--- src/rtl/ncl_multirail_pipe.sv ---
// Clocked model of an NCL four-phase wavefront pipeline: STAGES stages of DIGITS 1-of-RAILS digits.
// Optional input rail checker (err port) is compiled in when NCL_RAIL_CHECK_EN is defined.
module ncl_multirail_pipe #(
    parameter int DIGITS    = 1,
    parameter int RAILS     = 2,
    parameter int STAGES    = 4,
    parameter int CNT_W     = 16,
    parameter int SELF_TEST = 0
) (
    input  logic                      clk,
    input  logic                      init,
    input  logic [DIGITS*RAILS-1:0]   in_data,
    output logic                      in_comp,
    output logic [DIGITS*RAILS-1:0]   out_data,
    input  logic                      out_comp,
    output logic [CNT_W-1:0]          tok_count
`ifdef NCL_RAIL_CHECK_EN
    ,
    output logic                      err
`endif
);
    localparam int W  = DIGITS * RAILS;
    localparam int KW = (RAILS > 2) ? $clog2(RAILS) : 1;

    // Handshake: a stage with enable high accepts DATA, with enable low accepts NULL;
    // its completion goes 1 once every digit holds a rail and 0 once all rails are low.
    logic [W-1:0]      rail_q [STAGES];
    logic [W-1:0]      rail_d [STAGES];
    logic [W-1:0]      xin    [STAGES];
    logic [STAGES-1:0] comp_q, comp_d;
    logic [STAGES-1:0] en;
    logic [CNT_W-1:0]  tok_q, tok_d;
    logic [KW-1:0]     k_q, k_d;
    logic              sink_q, sink_d;
    logic [W-1:0]      src_data;
    logic [W-1:0]      x0;
    logic              last_en;

    function automatic logic all_digits_set(input logic [W-1:0] v);
        logic ok;
        ok = 1'b1;
        for (int d = 0; d < DIGITS; d++) begin
            if (v[d*RAILS +: RAILS] == '0) ok = 1'b0;
        end
        return ok;
    endfunction

    always_comb begin
        src_data = '0;
        for (int d = 0; d < DIGITS; d++) begin
            for (int r = 0; r < RAILS; r++) begin
                if (!comp_q[0] && (((int'(k_q) + d) % RAILS) == r)) src_data[d*RAILS + r] = 1'b1;
            end
        end
        x0      = (SELF_TEST != 0) ? src_data : in_data;
        last_en = (SELF_TEST != 0) ? ~sink_q : ~out_comp;
        en      = {last_en, ~comp_q[STAGES-1:1]};

        xin[0] = x0;
        for (int s = 1; s < STAGES; s++) xin[s] = rail_q[s-1];

        // Per-bit hysteresis: follow the input only when it agrees with the enable.
        for (int s = 0; s < STAGES; s++) begin
            rail_d[s] = (xin[s] & {W{en[s]}}) | (rail_q[s] & (xin[s] | {W{en[s]}}));
            if (all_digits_set(rail_q[s]))  comp_d[s] = 1'b1;
            else if (rail_q[s] == '0)       comp_d[s] = 1'b0;
            else                            comp_d[s] = comp_q[s];
        end

        tok_d = tok_q;
        if (comp_d[STAGES-1] && !comp_q[STAGES-1]) tok_d = tok_q + CNT_W'(1);

        k_d = k_q;
        if (comp_d[0] && !comp_q[0]) k_d = (k_q == KW'(RAILS - 1)) ? '0 : k_q + KW'(1);

        if (all_digits_set(rail_q[STAGES-1]))  sink_d = 1'b1;
        else if (rail_q[STAGES-1] == '0)       sink_d = 1'b0;
        else                                   sink_d = sink_q;
    end

    always_ff @(posedge clk) begin
        if (init) begin
            for (int s = 0; s < STAGES; s++) rail_q[s] <= '0;
            comp_q <= '0;
            tok_q  <= '0;
            k_q    <= '0;
            sink_q <= 1'b0;
        end else begin
            for (int s = 0; s < STAGES; s++) rail_q[s] <= rail_d[s];
            comp_q <= comp_d;
            tok_q  <= tok_d;
            k_q    <= k_d;
            sink_q <= sink_d;
        end
    end

    assign in_comp   = comp_q[0];
    assign out_data  = rail_q[STAGES-1];
    assign tok_count = tok_q;

`ifdef NCL_RAIL_CHECK_EN
    logic [W-1:0] x0_q, x0_d;
    logic         err_q, err_d;

    // Flags multi-hot digits and DATA-to-different-DATA steps that skip the NULL phase.
    always_comb begin
        x0_d  = x0;
        err_d = err_q;
        for (int d = 0; d < DIGITS; d++) begin
            if ($countones(x0[d*RAILS +: RAILS]) > 1) err_d = 1'b1;
            if ((x0[d*RAILS +: RAILS] != '0) && (x0_q[d*RAILS +: RAILS] != '0) &&
                (x0[d*RAILS +: RAILS] != x0_q[d*RAILS +: RAILS])) err_d = 1'b1;
        end
    end

    always_ff @(posedge clk) begin
        if (init) begin
            x0_q  <= '0;
            err_q <= 1'b0;
        end else begin
            x0_q  <= x0_d;
            err_q <= err_d;
        end
    end

    assign err = err_q;
`endif
endmodule

--- config.mk ---
export PLATFORM = sky130hd
export DESIGN_NAME = ncl_multirail_pipe
export DESIGN_NICKNAME = d
export VERILOG_FILES = /design/src/rtl/ncl_multirail_pipe.sv
export SDC_FILE = /design/constraint.sdc
export NUM_CORES = 1
export LEC_CHECK = 0
export CORE_ASPECT_RATIO = 1.1
export CORE_MARGIN = 1
export CORE_UTILIZATION = 40
export DETAILED_ROUTE_END_ITERATION = 7
export DONT_BUFFER_PORTS = 1
export GPL_TIMING_DRIVEN = 0
export PLACE_DENSITY_LB_ADDON = 0.15
export SLEW_MARGIN = 10
export SYNTH_ARGS = -nofsm -noshare
export SYNTH_HDL_FRONTEND = slang
export SYNTH_SLANG_ARGS = --single-unit
export TNS_END_PERCENT = 1
--- constraint.sdc ---
create_clock -name clk -period 2.5 [get_ports clk]
set_clock_uncertainty 0.15 [all_clocks]
set_input_delay 0.25 -clock clk [delete_from_list [all_inputs] [get_ports clk]]
set_output_delay 0.25 -clock clk [all_outputs]
set_load 0.005 [all_outputs]
==> reports/summary.txt <==
Area growth, synth to finish: 8.13%
Diode count: 0
Post-cts sizing count: 0
Layout cells sized above 1: 6.34%
Worst slew margin: 65.7%
Final period utilization: 82.6%
Worst path top cell family by delay: simple AND/OR/NAND/NOR gates
WL/cell: 12.7 um
Max-Cap Viols: 0
Worst-path cell chain: ha_1 -> nand4_1 -> or3_4 -> or4_1 -> a21oi_1
Initial antenna violation count: 0
Worst EP required: 2600 ps
Vias per inst: 5.31
Final Instance Area: 1250 um2
Via count: 930
Drt pass-1 iters: 4
Setup violations, final: 0
Power per cell area: 578 nW/um2
Pin count of the biggest net entering global routing: 15
Status: finished clean
CP max FO: 5
Fill count: 293
Synthesized area: 1150 um2
Arrival time at the worst endpoint: 2170 ps
PortBufs: 0
Syn Nets: 142
Mean Syn Cell Area: 8.49 um2
Clk root buf: clkbuf_4
Setup TNS: 0 ps
IO Count: 24
Top_reg_cell synth: dfxtp_1
CP peak stage delay: 500 ps
CP Class: reg -> reg
Synth top area share: 48.5%
Area contributors post-synth: dfxtp_1 49%, a21oi_1 6.1%, xnor2_1 6.1%
Die height: 58.4 um
Post-synthesis sequential area ratio: 48.5%
Reg clk slew, reported paths: 140 ps
Critical Path Sink Type: flip-flop
Mapped Cells: 136
Remaining DRCs: 0
Hold Slack: 27.7 ps
Synth area leader: dfxtp_1
Worst-Margin Slew: 514 ps
RSZ-0062 raised after global routing: no
Dpl cell area: 1200 um2
Die span in x: 53.2 um
Total setup buffers inserted after CTS: 0
Die ar.: 3110 um2
CTS tree: yes
GRT Total Usage: 16.0%
Fmax: 0.485 GHz
#FFs+latches synth: 28
Share of synthesized registers carrying an async set or reset: 0%
Total number of yosys warnings: 0
Crit path buffers/inverters: 0
Detailed placer's ending HPWL: 1620 um
Initial drt markers: 13
CP max-delay cell: or4_1
Core Area: 2750 um2
CTS Buf Count: 3
DRT Wirelength: 2220 um
Maximum vdd drop: 0.278 mV
Post-synth EDFFs: 0
Placer Congestion: 0.692
Vias in the first global route: 833
# hold bufs at CTS: 3
Num rows: 20
Final Hold Vio Count: 0
Htree depth: 1
Synth top cells by count: 28 x dfxtp_1, 18 x nor2_1, 14 x a21oi_1, 14 x nand2_1, 12 x o21ai_0
First-pass GRT wire length: 3620 um
# nets final: 150
Max-slew violation count: 0
Clk sink count: 28
Grt total ovfl: 0
Top-count cell post-synth: dfxtp_1
Clock Latency Late Sink: 320 ps
CP Launch Type: flip-flop
Post-DRT Antenna Nets: 0
Post-synth cell types: 24
Starting Density: 42.0%
Hold crit path type: in -> reg
Final min period: 2060 ps
Leak: 0.406 nW
Maximum clock insertion buffer count: 2
[stage by stage]
stage	util (%)	std cells	power [W]	setup WS (ps)
after floorplan	-	136	0.000534	591
after CTS	45.4	175	0.000729	427
after global placement	43.5	169	0.000546	460
after detailed placement	43.5	169	0.000548	455
after global routing	45.4	175	0.000763	363
final	45.4	175	0.000721	436
[cell type report]
| cell class | count | area, um2 | area share, % |
|---|---|---|---|
| sequential | 28 | 561 | 44.9 |
| timing repair buffer | 3 | 30.0 | 2.40 |
| inverter | 7 | 26.3 | 2.10 |
| multi-input combinational | 96 | 542 | 43.4 |
| buffer | 5 | 26.3 | 2.10 |
| tap | 33 | 41.3 | 3.31 |
| clock buffer | 3 | 22.5 | 1.80 |
[final timing paths]
check / startpoint / end / slack [ps] / depth (start not counted)
setup / recovery: tok_count[0] / tok_count[14] / 440 / 5
hold reg to reg: rail_q[0][1] / rail_q[0][3] / 360 / 2
hold / removal: init / tok_count[15] / 30 / 2
setup reg to reg: tok_count[0] / tok_count[14] / 440 / 5
[cells in the final DEF (no fill, tap or decap), types with 5 or more instances in the layout]
cell type and count:
o21ai_0 12, nand4_1 5, nor2_1 18, inv_1 7, xnor2_1 8, a21oi_1 14
nor4_1 5, or3_1 5, nand2_1 14, dfxtp_1 28
[layer usage]
layer | up-vias | routed length (um) | global-route usage [%]
met1 | 430 | 999 | 19.6
met2 | 19 | 1080 | 26.6
met3 | 2 | 121 | 2.58
met5 | - | 0 | 0
li1 | 479 | - | -
met4 | 0 | 17 | 7.89
[worst register-to-register path, cell delays in order (launching register included)]
cell,delay (ps)
dfxtp_1,440
ha_1,220
nand4_1,150
or3_4,390
or4_1,510
a21oi_1,140
[state kept, by name, indices dropped and copies added (netlist names)]
| register | flops |
|---|---|
| tok_count | 16 |
| comp_q | 4 |
| rail_q | 8 |
[cell families after synthesis]
| group | count (synthesis) | synth area share (%) |
|---|---|---|
| flip-flops | 28 | 48.5 |
| AND/OR/NAND/NOR | 56 | 23.6 |
| AO/OA/AOI/OAI | 29 | 14.4 |
| buffers and inverters | 12 | 4.55 |
| multiplexers | 1 | 0.975 |
| XOR/XNOR | 9 | 6.83 |
| adder cells (fa/ha/maj) | 1 | 1.08 |
[power by group]
group          internal, W  total [W]  switching [W]
Sequential        0.000466   0.000484      0.0000175
Clock            0.0000564   0.000179       0.000123
Combinational    0.0000252  0.0000582      0.0000330
Total             0.000548   0.000721       0.000173
No activity file was read; power rests on OpenSTA's default activity.
